===== config.mk =====
export PLATFORM = sky130hd
export DESIGN_NAME = onchip_mem_arbiter
export DESIGN_NICKNAME = d
export VERILOG_FILES = /design/src/rtl/onchip_mem_arbiter.sv
export SDC_FILE = /design/constraint.sdc
export NUM_CORES = 1
export LEC_CHECK = 0
export BUFFER_PORTS_ARGS = -buffer_cell sky130_fd_sc_hd__buf_2
export CORE_AREA = 4 4 177 179
export DETAILED_ROUTE_END_ITERATION = 8
export DIE_AREA = 0 0 181 183
export PLACE_DENSITY = 0.36
export SYNTH_ARGS = -nofsm -noshare
export SYNTH_HDL_FRONTEND = slang
export SYNTH_SLANG_ARGS = --single-unit
export TNS_END_PERCENT = 100

===== constraint.sdc =====
create_clock -name clk -period 3.05 [get_ports clk]
set_clock_uncertainty 0.1 [all_clocks]
set_input_delay 0.4575 -clock clk [delete_from_list [all_inputs] [get_ports clk]]
set_output_delay 0.4575 -clock clk [all_outputs]
set_load 0.01 [all_outputs]

===== src/rtl/onchip_mem_arbiter.sv =====
// Round-robin arbiter sharing one single-port RAM between two Avalon-MM
// masters; read tags follow the fixed RAM latency back to the owning port.
module onchip_mem_arbiter #(
   parameter int ADDR_W     = 13,
   parameter int DATA_W     = 64,
   parameter int BE_W       = 8,
   parameter int RD_LATENCY = 1
) (
   input  logic              clk,
   input  logic              reset,
   input  logic [ADDR_W-1:0] m0_address,
   input  logic [BE_W-1:0]   m0_byteenable,
   input  logic              m0_read,
   input  logic              m0_write,
   input  logic [DATA_W-1:0] m0_writedata,
   output logic              m0_waitrequest,
   output logic [DATA_W-1:0] m0_readdata,
   output logic              m0_readdatavalid,
   input  logic [ADDR_W-1:0] m1_address,
   input  logic [BE_W-1:0]   m1_byteenable,
   input  logic              m1_read,
   input  logic              m1_write,
   input  logic [DATA_W-1:0] m1_writedata,
   output logic              m1_waitrequest,
   output logic [DATA_W-1:0] m1_readdata,
   output logic              m1_readdatavalid,
   output logic [ADDR_W-1:0] mem_address,
   output logic [BE_W-1:0]   mem_byteenable,
   output logic              mem_chipselect,
   output logic              mem_write,
   output logic [DATA_W-1:0] mem_writedata,
   input  logic [DATA_W-1:0] mem_readdata
);

   logic req0, req1;
   logic gnt0, gnt1;
   logic last_grant_q, last_grant_d;
   logic rd_acc;
   logic [RD_LATENCY-1:0] vld_q;
   logic [RD_LATENCY-1:0] prt_q;

   assign req0 = m0_read | m0_write;
   assign req1 = m1_read | m1_write;

   // On contention the port that did not win last time is served.
   always_comb begin
      gnt0 = 1'b0;
      gnt1 = 1'b0;
      if (!reset) begin
         if (req0 && req1) begin
            gnt0 = last_grant_q;
            gnt1 = ~last_grant_q;
         end else begin
            gnt0 = req0;
            gnt1 = req1;
         end
      end
   end

   always_comb begin
      last_grant_d = last_grant_q;
      if (gnt0) last_grant_d = 1'b0;
      else if (gnt1) last_grant_d = 1'b1;
   end

   assign m0_waitrequest = reset | gnt1;
   assign m1_waitrequest = reset | gnt0;

   assign mem_chipselect = gnt0 | gnt1;
   assign mem_write      = (gnt0 & m0_write) | (gnt1 & m1_write);
   assign mem_address    = gnt1 ? m1_address    : m0_address;
   assign mem_byteenable = gnt1 ? m1_byteenable : m0_byteenable;
   assign mem_writedata  = gnt1 ? m1_writedata  : m0_writedata;

   // A read+write command is treated as a write and gets no response.
   assign rd_acc = (gnt0 & m0_read & ~m0_write)
                 | (gnt1 & m1_read & ~m1_write);

   always_ff @(posedge clk) begin
      if (reset) begin
         last_grant_q <= 1'b1;
         vld_q        <= '0;
         prt_q        <= '0;
      end else begin
         last_grant_q <= last_grant_d;
         vld_q[0]     <= rd_acc;
         prt_q[0]     <= gnt1;
         for (int i = 1; i < RD_LATENCY; i++) begin
            vld_q[i] <= vld_q[i-1];
            prt_q[i] <= prt_q[i-1];
         end
      end
   end

   assign m0_readdatavalid = ~reset & vld_q[RD_LATENCY-1]
                           & ~prt_q[RD_LATENCY-1];
   assign m1_readdatavalid = ~reset & vld_q[RD_LATENCY-1]
                           & prt_q[RD_LATENCY-1];

   assign m0_readdata = mem_readdata;
   assign m1_readdata = mem_readdata;

endmodule

-- Yosys cells after proc, flatten, opt, wreduce, memory -nomap -nowiden
Index checks and enable logic that the tools add are counted.
Widths: inputs -> output; s select.
- mux-type cells: 9
- reduce and logical (&&, ||, !) cells: 2
- bitwise gates (word level): 21
- operators by type and width (cell ; count):
    $mux 64 ; 1
    $mux 13 ; 1
    $and 1x1->1 ; 9
    $mux 8 ; 1
    $or 1x1->1 ; 7
    $mux 1 ; 6
    $not 1->1 ; 5
    $reduce_bool 2->1 ; 1
    $logic_and 1x1->1 ; 1
- word-level logic and storage cells: 35
- output and inout bits: 219
- bits in registers: 3

-- Longest topological paths before layout
- depth in word-level cells: 7
- gate-level depth with buffers: 5

-- Worst setup path before layout
OpenSTA, ideal clock, no wires.
- kind: in2out
- start point: in reset
- end point: out mem_writedata[23]
- slack: 0.887 ns
- arrival time: 1.606 ns
- buffers on the path: 3
- data required time: 2.492 ns
- stages on the path: 5
- cells stage by stage: clkbuf_1 -> nor3_2 -> buf_4 -> buf_6 -> mux2_1
- longest elaborated chain between the ends: 2
- ends and longest elaborated chain (item ; RTL line ; text):
    start: declaration ; 10 ; input logic reset,
    $mux 1 ; 49 ; if (!reset) begin
    $mux 64 ; 73 ; assign mem_writedata = gnt1 ? m1_writedata : m0_writedata;
    end: declaration ; 31 ; output logic [DATA_W-1:0] mem_writedata,
No other way between the ends.

-- Final worst setup path
- start point: in m0_write
- end point: out mem_writedata[6]
- longest elaborated chain between the ends: 5
- ends and longest elaborated chain (item ; RTL line ; text):
    start: declaration ; 14 ; input logic m0_write,
    $or 1x1->1 ; 42 ; assign req0 = m0_read | m0_write;
    $logic_and 1x1->1 ; 50 ; if (req0 && req1) begin
    $mux 1 ; 50 ;
    $mux 1 ; 49 ;
    $mux 64 ; 73 ;
No other way between the ends.

==> summary.txt <==
IO Pins -> 459
Final setup fails -> 0
Slew at the pin with the worst max-slew slack -> 0.412 ns
Total CTS buffers -> 3
Worst-path clk slew -> 0.03 ns
Final hold vios -> 0
Remaining DRCs -> 0
Postcts setup bufs -> 0
Tcrit/Tclk final -> 0.801
Routed vias -> 2,127
Max Root-Sink Buffers -> 2
Iter 0 DRT Violations -> 45
Max transition margin -> 0.724
Critical path type -> in2out
Seq/Total Area, Yosys -> 0.0276
Share of cells above drive strength 1 -> 0.837
DR WL/cell -> 11.4 microns
Sw Ratio -> 0.330
Maximum vdd drop -> 122 uV
Highest Clock Rate -> 409 MHz
Final TNS setup -> 0 ns
Clock Sinks -> 3
H-tree depth -> 1
Row cnt -> 63
CTS tree -> yes
Drt first pass iters -> 4
RSZ-0062 raised after global routing -> no
IO buf count -> 266
Psw -> 0.222 mW
Core ar. -> 29,600 sq um
Hold crit path type -> in2reg
Min-Delay Path Depth -> 3
Run status -> complete, no violations
Sequential power share -> 0.067
Worst EP required -> 2.49 ns
Pleak -> 1.51 nW
CP startpoint kind -> input port
Logic pwr share -> 0.626
Max Slew Vio Count -> 0
Vias per Instance -> 2.76
Synthesized area per cell -> 8.84 sq um
Largest net degree at the start of global routing -> 47
Syn_nets -> 486
WHS -> 0.460 ns
Sequential cell area -> 60.1 sq um
Post-Syn Instances -> 246
Vias in the first global route -> 2,230
# hold bufs at CTS -> 0
Int Power -> 0.452 mW
Final net count -> 621
Min cycle time layout -> 2.44 ns
First-pass GRT wire length -> 12,200 microns
P&R area growth vs syn -> 41.7%
Die ar. -> 33,100 sq um
DRT antenna net count -> 0
Worst EP arrival -> 1.89 ns
Gpl congestion -> 0.720
Die extent in y -> 183 microns
Multi-input gate area -> 1080 sq um
Crit-path max FO -> 40
Cell variety after synth -> 21
Initial antenna violation count -> 0
Grt ovf -> 0
Synthesized area -> 2170 sq um
Synth warnings -> 0
Power share of the clock group -> 0.306
# diodes -> 0
CTS Root Buffer Type -> clkbuf_16
FILL cells -> 3,443
CP endpoint kind -> output port
DRT Wirelength -> 8780 microns
Synth Register Bits -> 3
Worst r2r path cells -> 3
GRT Overall Usage -> 0.0455
Max-cap violation count -> 0
Die Width -> 181 microns
PD cells -> 219 nW/um^2
Hpwl dp -> 7960 microns
Initial core utilization -> 0.0736
Worst-Skew Late Latency -> 0.22 ns
CTS resizes -> 0
[routing by layer]
metal | share of wire | vias to the layer above | routed length, microns | global-route usage
li1 | - | 970 | - | -
met1 | 0.31 | 880 | 2760 | 0.0447
met2 | 0.47 | 243 | 4120 | 0.0772
met3 | 0.18 | 34 | 1620 | 0.0292
met4 | 0.032 | 0 | 280 | 0.0186
met5 | 0 | - | 0 | 0
[cell families (layout without fill, tap and decap cells)]
kind of cell           after synthesis  in the layout  share of synthesized area
AOI/OAI and AO/OA                    9              9                     0.0276
and+or+nand+nor                      9              9                     0.0242
DFF                                  3              3                     0.0276
muxes                               85             85                      0.440
buffers and inverters              140            274                      0.480
[cell type report]
class | count | area share
Tap cell | 390 | 0.158
Multi-Input combinational cell | 103 | 0.349
Inverter | 2 | 0.00244
Sequential cell | 3 | 0.0195
Clock buffer | 4 | 0.0256
Timing Repair Buffer | 268 | 0.445
[cell usage after synthesis, drive strengths merged]
| library cell | number | area share |
|---|---|---|
| mux2 | 85 | 0.44 |
| buf | 137 | 0.48 |
| inv | 2 | 0.0035 |
| nand3 | 1 | 0.0023 |
| nor3b | 1 | 0.0035 |
| nor2b | 1 | 0.0029 |
| a221oi | 1 | 0.0040 |
| nor3 | 1 | 0.0046 |
| dfxtp | 3 | 0.028 |
| a211o | 1 | 0.0040 |
| clkbuf | 1 | 0.0017 |
| a21oi | 2 | 0.0046 |
| nand2 | 1 | 0.0017 |
| o21bai | 2 | 0.0069 |
| o21ai | 2 | 0.0046 |
| o21a | 1 | 0.0035 |
| nor2 | 3 | 0.0052 |
| and3b | 1 | 0.0040 |
[power groups by stage]
| stage | combinational (mW) | clock (mW) | sequential, mW |
|---|---|---|---|
| 6_report | 0.422 | 0.206 | 0.0453 |
| 5_1_grt | 0.463 | 0.214 | 0.0457 |
| 4_1_cts | 0.430 | 0.208 | 0.0452 |
| 3_5_place_dp | 0.428 | 0 | 0.0457 |
| 3_3_place_gp | 0.428 | 0 | 0.0458 |
| 2_1_floorplan | 0.381 | 0 | 0.0450 |
[stage by stage]
| step | power, mW | cells | area, sq um | util | worst slack [ns] |
|---|---|---|---|---|---|
| global placement | 0.474 | 766 | 3000 | 0.102 | 0.600 |
| floorplan | 0.426 | 246 | 2170 | - | 0.887 |
| finish | 0.674 | 770 | 3080 | 0.104 | 0.606 |
| detailed placement | 0.473 | 766 | 3000 | 0.102 | 0.574 |
| global route | 0.723 | 770 | 3080 | 0.104 | 0.546 |
| CTS | 0.684 | 770 | 3080 | 0.104 | 0.571 |
[worst max-delay path, stage by stage]
cell    delay (ns)
buf_2         0.12
o21a_1        0.22
nor3_4        0.22
buf_12        0.26
mux2_2        0.40
buf_2         0.15
[final timing paths]
check	startpoint	endpoint	slack, ns
setup reg to reg	last_grant_q	prt_q	1.83
hold / removal	m1_read	vld_q	0.46
setup / recovery	m0_write	mem_writedata[6]	0.61
hold reg to reg	last_grant_q	last_grant_q	0.50
[cell usage in the layout (no fill, tap or decap)]
| cell type | Yosys | layout |
|---|---|---|
| o21bai_1 | 2 | 2 |
| buf_12 | 0 | 2 |
| o21a_1 | 1 | 1 |
| dfxtp_1 | 3 | 3 |
| inv_1 | 2 | 2 |
| nand2_1 | 1 | 1 |
| clkbuf_1 | 1 | 1 |
| a211o_1 | 1 | 1 |
| nor2_1 | 3 | 3 |
| mux2_2 | 46 | 46 |
| nand3_1 | 1 | 1 |
| buf_2 | 4 | 266 |
| o21ai_0 | 2 | 2 |
| nor3_4 | 0 | 1 |
| a221oi_1 | 1 | 1 |
| mux2_1 | 39 | 39 |
| clkbuf_16 | 0 | 3 |
| and3b_1 | 1 | 1 |
| nor3b_1 | 1 | 1 |
| nor2b_1 | 1 | 1 |
| a21oi_1 | 2 | 2 |
[sequential cells by signal, summed over array words and instances (netlist names)]
signal	flops
vld_q	1
last_grant_q	1
prt_q	1
Note: power is estimated with default switching activity, not from simulation.
